## src/rtl/permute_result_pkg.sv

```systemverilog
// permute_result_pkg: result word layout and FSM states shared by the permute result accumulator
package permute_result_pkg;
    localparam int ECC_BIT    = 63;
    localparam int PCOEFF_LSB = 48;
    localparam int PCOEFF_W   = 13;
    localparam int SUM_W      = 48;

    typedef enum logic [1:0] {IDLE, ACCUM, DRAIN, EMIT} state_t;

    typedef struct packed {
        logic                ecc;
        logic [1:0]          rsvd;
        logic [PCOEFF_W-1:0] pcoeff;
        logic [SUM_W-1:0]    sum;
    } result_t;
endpackage

```

## src/rtl/permute_result_adder.sv

```systemverilog
// permute_result_adder: registered sum/count accumulators with a sticky carry-out flag
module permute_result_adder
    import permute_result_pkg::*;
#(
    parameter int SUM_WIDTH   = 64,
    parameter int COUNT_WIDTH = 32
) (
    input  logic                   clock,
    input  logic                   resetn,
    input  logic                   clear,
    input  logic                   add,
    input  logic [SUM_W-1:0]       sum_in,
    input  logic [PCOEFF_W-1:0]    pcoeff_in,
    output logic [SUM_WIDTH-1:0]   total_sum,
    output logic [COUNT_WIDTH-1:0] total_count,
    output logic                   overflow
);
    logic [SUM_WIDTH:0]   sum_next;
    logic [COUNT_WIDTH:0] count_next;

    assign sum_next   = {1'b0, total_sum} + {{(SUM_WIDTH + 1 - SUM_W){1'b0}}, sum_in};
    assign count_next = {1'b0, total_count} + {{(COUNT_WIDTH + 1 - PCOEFF_W){1'b0}}, pcoeff_in};

    always_ff @(posedge clock or negedge resetn) begin
        if (!resetn) begin
            total_sum   <= '0;
            total_count <= '0;
            overflow    <= 1'b0;
        end else if (clear) begin
            total_sum   <= '0;
            total_count <= '0;
            overflow    <= 1'b0;
        end else if (add) begin
            total_sum   <= sum_next[SUM_WIDTH-1:0];
            total_count <= count_next[COUNT_WIDTH-1:0];
            overflow    <= overflow | sum_next[SUM_WIDTH] | count_next[COUNT_WIDTH];
        end
    end
endmodule

```

## src/rtl/permute_result_accumulator.sv

```systemverilog
// permute_result_accumulator: per-top batch totalizer; PERMUTE_RESULT_ECC_ABORT_EN enables ECC abort/drain
module permute_result_accumulator
    import permute_result_pkg::*;
#(
    parameter int SUM_WIDTH     = 64,
    parameter int COUNT_WIDTH   = 32,
    parameter int BATCH_WIDTH   = 32,
    parameter int ECC_CNT_WIDTH = 16
) (
    input  logic                     clock,
    input  logic                     resetn,
    input  logic                     start,
    input  logic [BATCH_WIDTH-1:0]   batchSize,
    output logic                     busy,
    input  logic                     ivalid,
    output logic                     oready,
    input  logic [63:0]              summedDataPcoeffCountIn,
    output logic                     ovalid,
    input  logic                     iready,
    output logic [SUM_WIDTH-1:0]     totalSum,
    output logic [COUNT_WIDTH-1:0]   totalPcoeffCount,
    output logic [ECC_CNT_WIDTH-1:0] eccErrorCount,
    output logic                     sumOverflow,
    output logic                     eccAbort
);
    state_t                 state, state_next;
    result_t                word;
    logic [BATCH_WIDTH-1:0] batch_q, received, rcv_next;
    logic                   xfer, last, take, clear, unused_rsvd;

    assign word        = summedDataPcoeffCountIn;
    assign unused_rsvd = ^word.rsvd;
    assign oready      = state == ACCUM || state == DRAIN;
    assign ovalid      = state == EMIT;
    assign busy        = state != IDLE;
    assign xfer        = ivalid && oready;
    assign rcv_next    = received + BATCH_WIDTH'(1);
    assign last        = rcv_next == batch_q;
    assign clear       = state == IDLE && start;

`ifdef PERMUTE_RESULT_ECC_ABORT_EN
    assign take = xfer && state == ACCUM && !word.ecc;

    always_comb begin
        state_next = state;
        case (state)
            IDLE:  if (start) state_next = batchSize == '0 ? EMIT : ACCUM;
            ACCUM: if (xfer && (last || word.ecc)) state_next = last ? EMIT : DRAIN;
            DRAIN: if (xfer && last) state_next = EMIT;
            EMIT:  if (iready) state_next = IDLE;
            default: state_next = IDLE;
        endcase
    end

    always_ff @(posedge clock or negedge resetn) begin
        if (!resetn) eccAbort <= 1'b0;
        else if (clear) eccAbort <= 1'b0;
        else if (xfer && state == ACCUM && word.ecc) eccAbort <= 1'b1;
    end
`else
    assign take     = xfer;
    assign eccAbort = 1'b0;

    always_comb begin
        state_next = state;
        case (state)
            IDLE:  if (start) state_next = batchSize == '0 ? EMIT : ACCUM;
            ACCUM: if (xfer && last) state_next = EMIT;
            EMIT:  if (iready) state_next = IDLE;
            default: state_next = IDLE;
        endcase
    end
`endif

    always_ff @(posedge clock or negedge resetn) begin
        if (!resetn) begin
            state         <= IDLE;
            batch_q       <= '0;
            received      <= '0;
            eccErrorCount <= '0;
        end else begin
            state <= state_next;
            if (clear) begin
                batch_q       <= batchSize;
                received      <= '0;
                eccErrorCount <= '0;
            end else if (xfer) begin
                received <= rcv_next;
                if (word.ecc && !(&eccErrorCount))
                    eccErrorCount <= eccErrorCount + ECC_CNT_WIDTH'(1);
            end
        end
    end

    permute_result_adder #(
        .SUM_WIDTH  (SUM_WIDTH),
        .COUNT_WIDTH(COUNT_WIDTH)
    ) u_adder (
        .clock      (clock),
        .resetn     (resetn),
        .clear      (clear),
        .add        (take),
        .sum_in     (word.sum),
        .pcoeff_in  (word.pcoeff),
        .total_sum  (totalSum),
        .total_count(totalPcoeffCount),
        .overflow   (sumOverflow)
    );
endmodule

```

## config.mk

```make
export PLATFORM = sky130hd
export DESIGN_NAME = permute_result_accumulator
export DESIGN_NICKNAME = d
export VERILOG_FILES = /design/src/rtl/permute_result_pkg.sv /design/src/rtl/permute_result_adder.sv /design/src/rtl/permute_result_accumulator.sv
export SDC_FILE = /design/constraint.sdc
export NUM_CORES = 1
export LEC_CHECK = 0
export CAP_MARGIN = 20
export CELL_PAD_IN_SITES_DETAIL_PLACEMENT = 1
export CELL_PAD_IN_SITES_GLOBAL_PLACEMENT = 2
export CORE_AREA = 2 2 195 197
export CTS_BUF_LIST = sky130_fd_sc_hd__clkbuf_8 sky130_fd_sc_hd__clkbuf_16
export DETAILED_ROUTE_END_ITERATION = 7
export DIE_AREA = 0 0 197 199
export PLACE_DENSITY_LB_ADDON = 0.2
export SYNTH_ARGS = -nofsm -noshare
export SYNTH_HDL_FRONTEND = slang
export SYNTH_SLANG_ARGS = --single-unit
```

## constraint.sdc

```tcl
create_clock -name clock -period 7.3 [get_ports clock]
set_input_delay 2.19 -clock clock [delete_from_list [all_inputs] [get_ports clock]]
set_output_delay 2.19 -clock clock [all_outputs]
set_load 0.1 [all_outputs]
```

# Word-level counts from Yosys, hierarchy flattened
# Cells that the tools add are included.
# W data, S select, Z words.
[word_totals]
output_inout_bits = 117
word_cells = 50
register_bits = 179
inputBits = 101
[classes]
reduce_logical = 14
n_eq_ne = 7
add_sub_neg = 4
muxes = 16
n_bitwise = 2
[op_table]
columns = ["op", "count"]
rows = [
  ["$mux W32", 4],
  ["$mux W64", 2],
  ["$add A64 B48 Y65", 1],
  ["$mux W16", 3],
  ["$add A32 B13 Y33", 1],
  ["$add A32 B1 Y32 const B", 1],
  ["$eq A32 B32 Y1", 1],
  ["$logic_not A32 Y1", 1],
  ["$add A16 B1 Y16 const B", 1],
  ["$reduce_and A16 Y1", 1],
  ["$mux W2", 4],
  ["$pmux W2 S3", 1],
  ["$reduce_bool A2 Y1", 3],
  ["$eq A2 B2 Y1 const B", 2],
  ["$logic_and A1 B1 Y1", 4],
  ["$ne A2 B1 Y1 const B", 2],
  ["$reduce_and A3 Y1", 1],
  ["$eq A2 B1 Y1 const B", 1],
  ["$logic_not A2 Y1", 1],
  ["$mux W1", 2],
  ["$ne A2 B2 Y1 const B", 1],
  ["$or A1 B1 Y1", 2],
  ["$reduce_and A2 Y1", 1],
  ["$logic_not A1 Y1", 1],
  ["$logic_or A1 B1 Y1", 1],
]

# Depth between registers and ports, before layout
[depth]
depth_word = 6
ltp_mapped = 12
depth_no_buf = 12

# Hierarchy
# A second synthesis with hierarchy kept.
[unflattened]
cells_unflattened = 1454
area_unflattened_um2 = 12395.6
[by_module_without_submodules]
columns = ["mod", "seq_area_each_um2", "instances", "cells_per_inst", "area_per_inst_um2"]
rows = [
  ["permute_result_adder", 2427.3, 1, 879, 7571.0],
  ["permute_result_accumulator", 2052.0, 1, 575, 4824.6],
]

# Worst setup path before layout
# OpenSTA, ideal clock, no wires.
[synth_timing]
path_kind = "input -> register"
from = "input port summedDataPcoeffCountIn[48]"
to = "register u_adder.total_count[18]"
setup_slack_ns = 2.477
path_buffers = 0
t_required_ns = 7.168
stages = 11
setup_ns = 0.132
arrival_time_ns = 4.691
path_cell_list = "ha_1 -> fa_1 -> a21o_1 -> a21oi_1 -> o21bai_1 -> a2111oi_2 -> o31ai_1 -> o41ai_4 -> and4b_1 -> xnor2_1 -> nor2_1"
[synth_between]
elab_chain_cells = 3
[synth_lines]
columns = ["element", "line_no", "rtl"]
rows = [
  ["start: declaration", "permute_result_accumulator.sv:17", "input logic [63:0] summedDataPcoeffCountIn,"],
  ["$add A32 B13 Y33", "permute_result_adder.sv:22", "assign count_next = {1'b0, total_count} + {{(COUNT_WIDTH + 1 - PCOEFF_W){1'b0}}, pcoeff_in};"],
  ["$mux W32", "permute_result_adder.sv:33", "end else if (add) begin"],
  ["$mux W32", "permute_result_adder.sv:29", "end else if (clear) begin"],
  ["end signal: assignment", "permute_result_adder.sv:35", "total_count <= count_next[COUNT_WIDTH-1:0];"],
  ["end: declaration", "permute_result_adder.sv:15", "output logic [COUNT_WIDTH-1:0] total_count,"],
]
# Every way passes these cells. The select of a mux whose other input is x is not followed.
# A chain may end at the register's enable or synchronous reset.

# Worst setup path in the final report
[layout_timing]
from = "input port summedDataPcoeffCountIn[0]"
to = "register u_adder.total_sum[58]"
[layout_between]
elab_chain_cells = 3
[layout_lines]
columns = ["element", "line_no", "rtl"]
rows = [
  ["$add A64 B48 Y65", "permute_result_adder.sv:21", "assign sum_next = {1'b0, total_sum} + {{(SUM_WIDTH + 1 - SUM_W){1'b0}}, sum_in};"],
  ["$mux W64", "permute_result_adder.sv:33", ""],
  ["$mux W64", "permute_result_adder.sv:29", ""],
  ["end signal: assignment", "permute_result_adder.sv:34", "total_sum <= sum_next[SUM_WIDTH-1:0];"],
  ["end: declaration", "permute_result_adder.sv:14", "output logic [SUM_WIDTH-1:0] total_sum,"],
]
# Every way passes these cells. The select of a mux whose other input is x is not followed.

==> results.toml <==
[floorplanning]
dieArea_um2 = 39200
start_util = 0.335
die_h_um = 199
core_area_um2 = 37100
rows = 71
die_w_um = 197
ios = 218

[timing]
fin_hold_ws_ps = 503
tns_ps = 0
clock.fmax_mhz = 187
rsz0062_at_grt = "false"
clock_skew_ps = 16.2
slew_headroom = 0.266
finalHoldViolations = 0
drv_slew = 0
fin_crit_sh = 0.734
worst_pin_slew_ps = 1090
finalSetupViolCount = 0
finalCriticalPeriod_ps = 5360

[pwr]
internal_power_w = 0.00285
p_leak_nw = 6.66
power_frac_seq = 0.242
netSwitchingPower_w = 0.00310
clock_power_share = 0.172
powerDensity_nw_per_um2 = 383
p_comb_frac = 0.586
peakVddDrop_uv = 230
swShare = 0.520
power.total_w = 0.00595

[layout]
final_cell_mix = "nand2_1 (260), clkdlybuf4s50_1 (213), dfrtp_1 (179)"
final_common_cell = "nand2_1"
antenna_cells = 0
drive_above_1_share = 0.0486
fin_nets = 1844
area_delta_synth_final_pct = 25.0

[drt]
drc = 0
wl_per_cell_um = 19.3
drt_iter0_markers = 421
antenna_left = 0
drt_wl_total_um = 41600
first_pass_iters = 4
via_per_inst = 5.36
via_count = 11600

[worst_setup_path]
start_kind = "primary input"
rrSetupSlack_ps = 3750
critPathBufInv = 2
cp_slowest_cell = "nor3_2"
arrival_ps = 5700
path_delay_family = "compound AO/OA/AOI/OAI gates"
worstPathRequired_ps = 7640
r2r_start = "u_adder.total_sum[23]$_DFFE_PN0P_"
crit_path_max_fanout = 7
reg2reg_depth = 10
crit_type = "in2reg"
crit_chain = "clkdlybuf4s50_1, ha_1, inv_1, fa_1, nor2b_1, o31ai_1, a21o_1, a211o_1, nand4_1, a311oi_2, nor3_2, a31o_2, nand2_1"
rr_endpoint = "u_adder.overflow$_DFFE_PN0P_"
cpPeakStageDelay_ps = 520
end_kind = "register"

[global_routing]
overflow = 0
grt_pass1_vias = 12100
grtUsageTotal = 0.216
antenna_found_initial = 0
grt_pass1_wl_um = 66700
grt_max_degree = 81

[clock_network]
path_clk_slew_ps = 70
htree_levels = 4
worstSkewPairLatency_ps = 450
postCtsHoldBufs = 0
cts_root_buffer = "clkbuf_16"
post_cts_buffers = 0
cts_resized = 0
clock_sinks = 179
cts.path.max_buffers = 2
cts_buffers = 17
cts_tree = "yes"

[synth]
ys.flop_type = "dfrtp_1"
synth_fa_ha_area_frac = 0.0697
synth_top_family_by_area = "simple AND/OR/NAND/NOR gates"
synthSimpleGateAreaFrac = 0.248
synthMuxAreaShare = 0.00483
synth_area_leaders = "dfrtp_1 (36%), nand2_1 (7.9%), ha_1 (6.6%)"
synth_cells = 1502
syn-cell-area_um2 = 12400
synth_edf_count = 0
ys_types = 83
yosysTopAreaCellShare = 0.360
avgSynthCellArea_um2 = 8.28
synth_compound_area_frac = 0.181
synthXorXnorAreaFrac = 0.0993
synthArstFlopShare = 1.00
ys_seq_area_frac = 0.360
ys_seq_elements = 179
synth_nets = 1671
ys_warn_count = 0
post-synth-top-area-cell = "dfrtp_1"

[run_status]
status = "finished, final reports clean"

[placed_design]
io_buffers = 214
globalplace.congestion = 0.841
dpl.hpwl_um = 30400

[worst_hold_path]
hold_depth = 2
min_from = "batch_q[26]$_DFFE_PN0P_"
hp-class = "reg2reg"
min_to = "batch_q[26]$_DFFE_PN0P_"

[flow_run]
drv_cap = 0
cell type report:
cell class,count,area [um2]
Fill cell,4422,21600
Multi-Input combinational cell,1224,7510
Sequential cell,179,4480
Timing Repair Buffer,224,2220
Tap cell,474,593
Clock buffer,17,425
Clock inverter,15,204
Inverter,29,109
how the worst max path moves through the flow:
stage / start / endpoint / slack (ps) / depth (start not counted)
4_1_cts: summedDataPcoeffCountIn[0] / u_adder.total_sum[58]$_DFFE_PN0P_ / 1980 / 13
5_1_grt: summedDataPcoeffCountIn[48] / u_adder.overflow$_DFFE_PN0P_ / 1740 / 12
3_5_place_dp: summedDataPcoeffCountIn[48] / u_adder.overflow$_DFFE_PN0P_ / 1490 / 12
3_3_place_gp: summedDataPcoeffCountIn[48] / u_adder.overflow$_DFFE_PN0P_ / 1480 / 12
6_report: summedDataPcoeffCountIn[0] / u_adder.total_sum[58]$_DFFE_PN0P_ / 1940 / 13
2_1_floorplan: summedDataPcoeffCountIn[48] / u_adder.total_count[18]$_DFFE_PN0P_ / 2480 / 11
routing by layer:
metal  track usage  wire (um)  up-vias
met5             0          0        -
li1              -          -     5650
met3        0.0517       1900       26
met1         0.289      19800     5733
met2         0.356      19400      173
met4        0.0443        520        0
cells by family (layout without fill, tap and decap cells):
kind of cell,count (synthesis),after routing
multiplexers,6,6
other,1,1
buffers and inverters,99,285
AND/OR/NAND/NOR,659,659
AO/OA/AOI/OAI,349,349
XOR/XNOR,141,141
adder cells (fa/ha/maj),68,68
flip-flops,179,179
power groups by stage:
stage | clock network (W) | logic, W | registers [W]
after floorplan | 0 | 0.00172 | 0.00228
after global placement | 0 | 0.00346 | 0.00145
after detailed placement | 0 | 0.00350 | 0.00146
after CTS | 0.00106 | 0.00352 | 0.00144
after global routing | 0.00110 | 0.00379 | 0.00147
final | 0.00102 | 0.00349 | 0.00144
synthesized netlist by cell type (4+ instances only):
| cell | n |
|---|---|
| a211o_1 | 5 |
| a211oi_1 | 15 |
| a21boi_0 | 4 |
| a21o_1 | 37 |
| a21oi_1 | 130 |
| a22o_1 | 5 |
| a31o_2 | 6 |
| a31oi_1 | 10 |
| and2_1 | 9 |
| and3_1 | 14 |
| and4_1 | 9 |
| buf_1 | 5 |
| buf_6 | 4 |
| clkbuf_1 | 52 |
| dfrtp_1 | 179 |
| ha_1 | 66 |
| inv_1 | 29 |
| mux2i_1 | 6 |
| nand2_1 | 262 |
| nand2b_1 | 4 |
| nand3_1 | 45 |
| nand3b_1 | 5 |
| nand4_1 | 39 |
| nor2_1 | 156 |
| nor2b_1 | 5 |
| nor3_1 | 45 |
| nor4_1 | 19 |
| o211ai_1 | 5 |
| o21a_1 | 9 |
| o21ai_0 | 69 |
| o21bai_1 | 10 |
| o31ai_1 | 7 |
| or2_2 | 6 |
| or3_1 | 17 |
| xnor2_1 | 84 |
| xor2_1 | 57 |
through the flow:
stage	utilization	std cells	setup WS, ps	instance area (um2)
2_1_floorplan	-	1502	2480	12400
3_3_place_gp	0.402	2130	1480	14900
3_5_place_dp	0.402	2130	1490	14900
4_1_cts	0.419	2162	1980	15500
5_1_grt	0.419	2162	1740	15500
6_report	0.419	2162	1940	15500
sequential cells by signal, indices dropped and copies added (netlist names):
signal,count
eccErrorCount,16
state,2
u_adder.total_count,32
u_adder.overflow,1
received,32
batch_q,32
u_adder.total_sum,64
worst register-to-register path, cell delays in order, from the launching register on:
cell	delay, ps
dfrtp_1	420
ha_1	370
a21o_1	230
a211oi_1	260
nor2_1	100
o41ai_2	440
nand4_1	400
a311oi_2	650
nor3_2	220
a211oi_1	260
nor2_1	60
No activity file was read; power rests on OpenSTA's default activity.
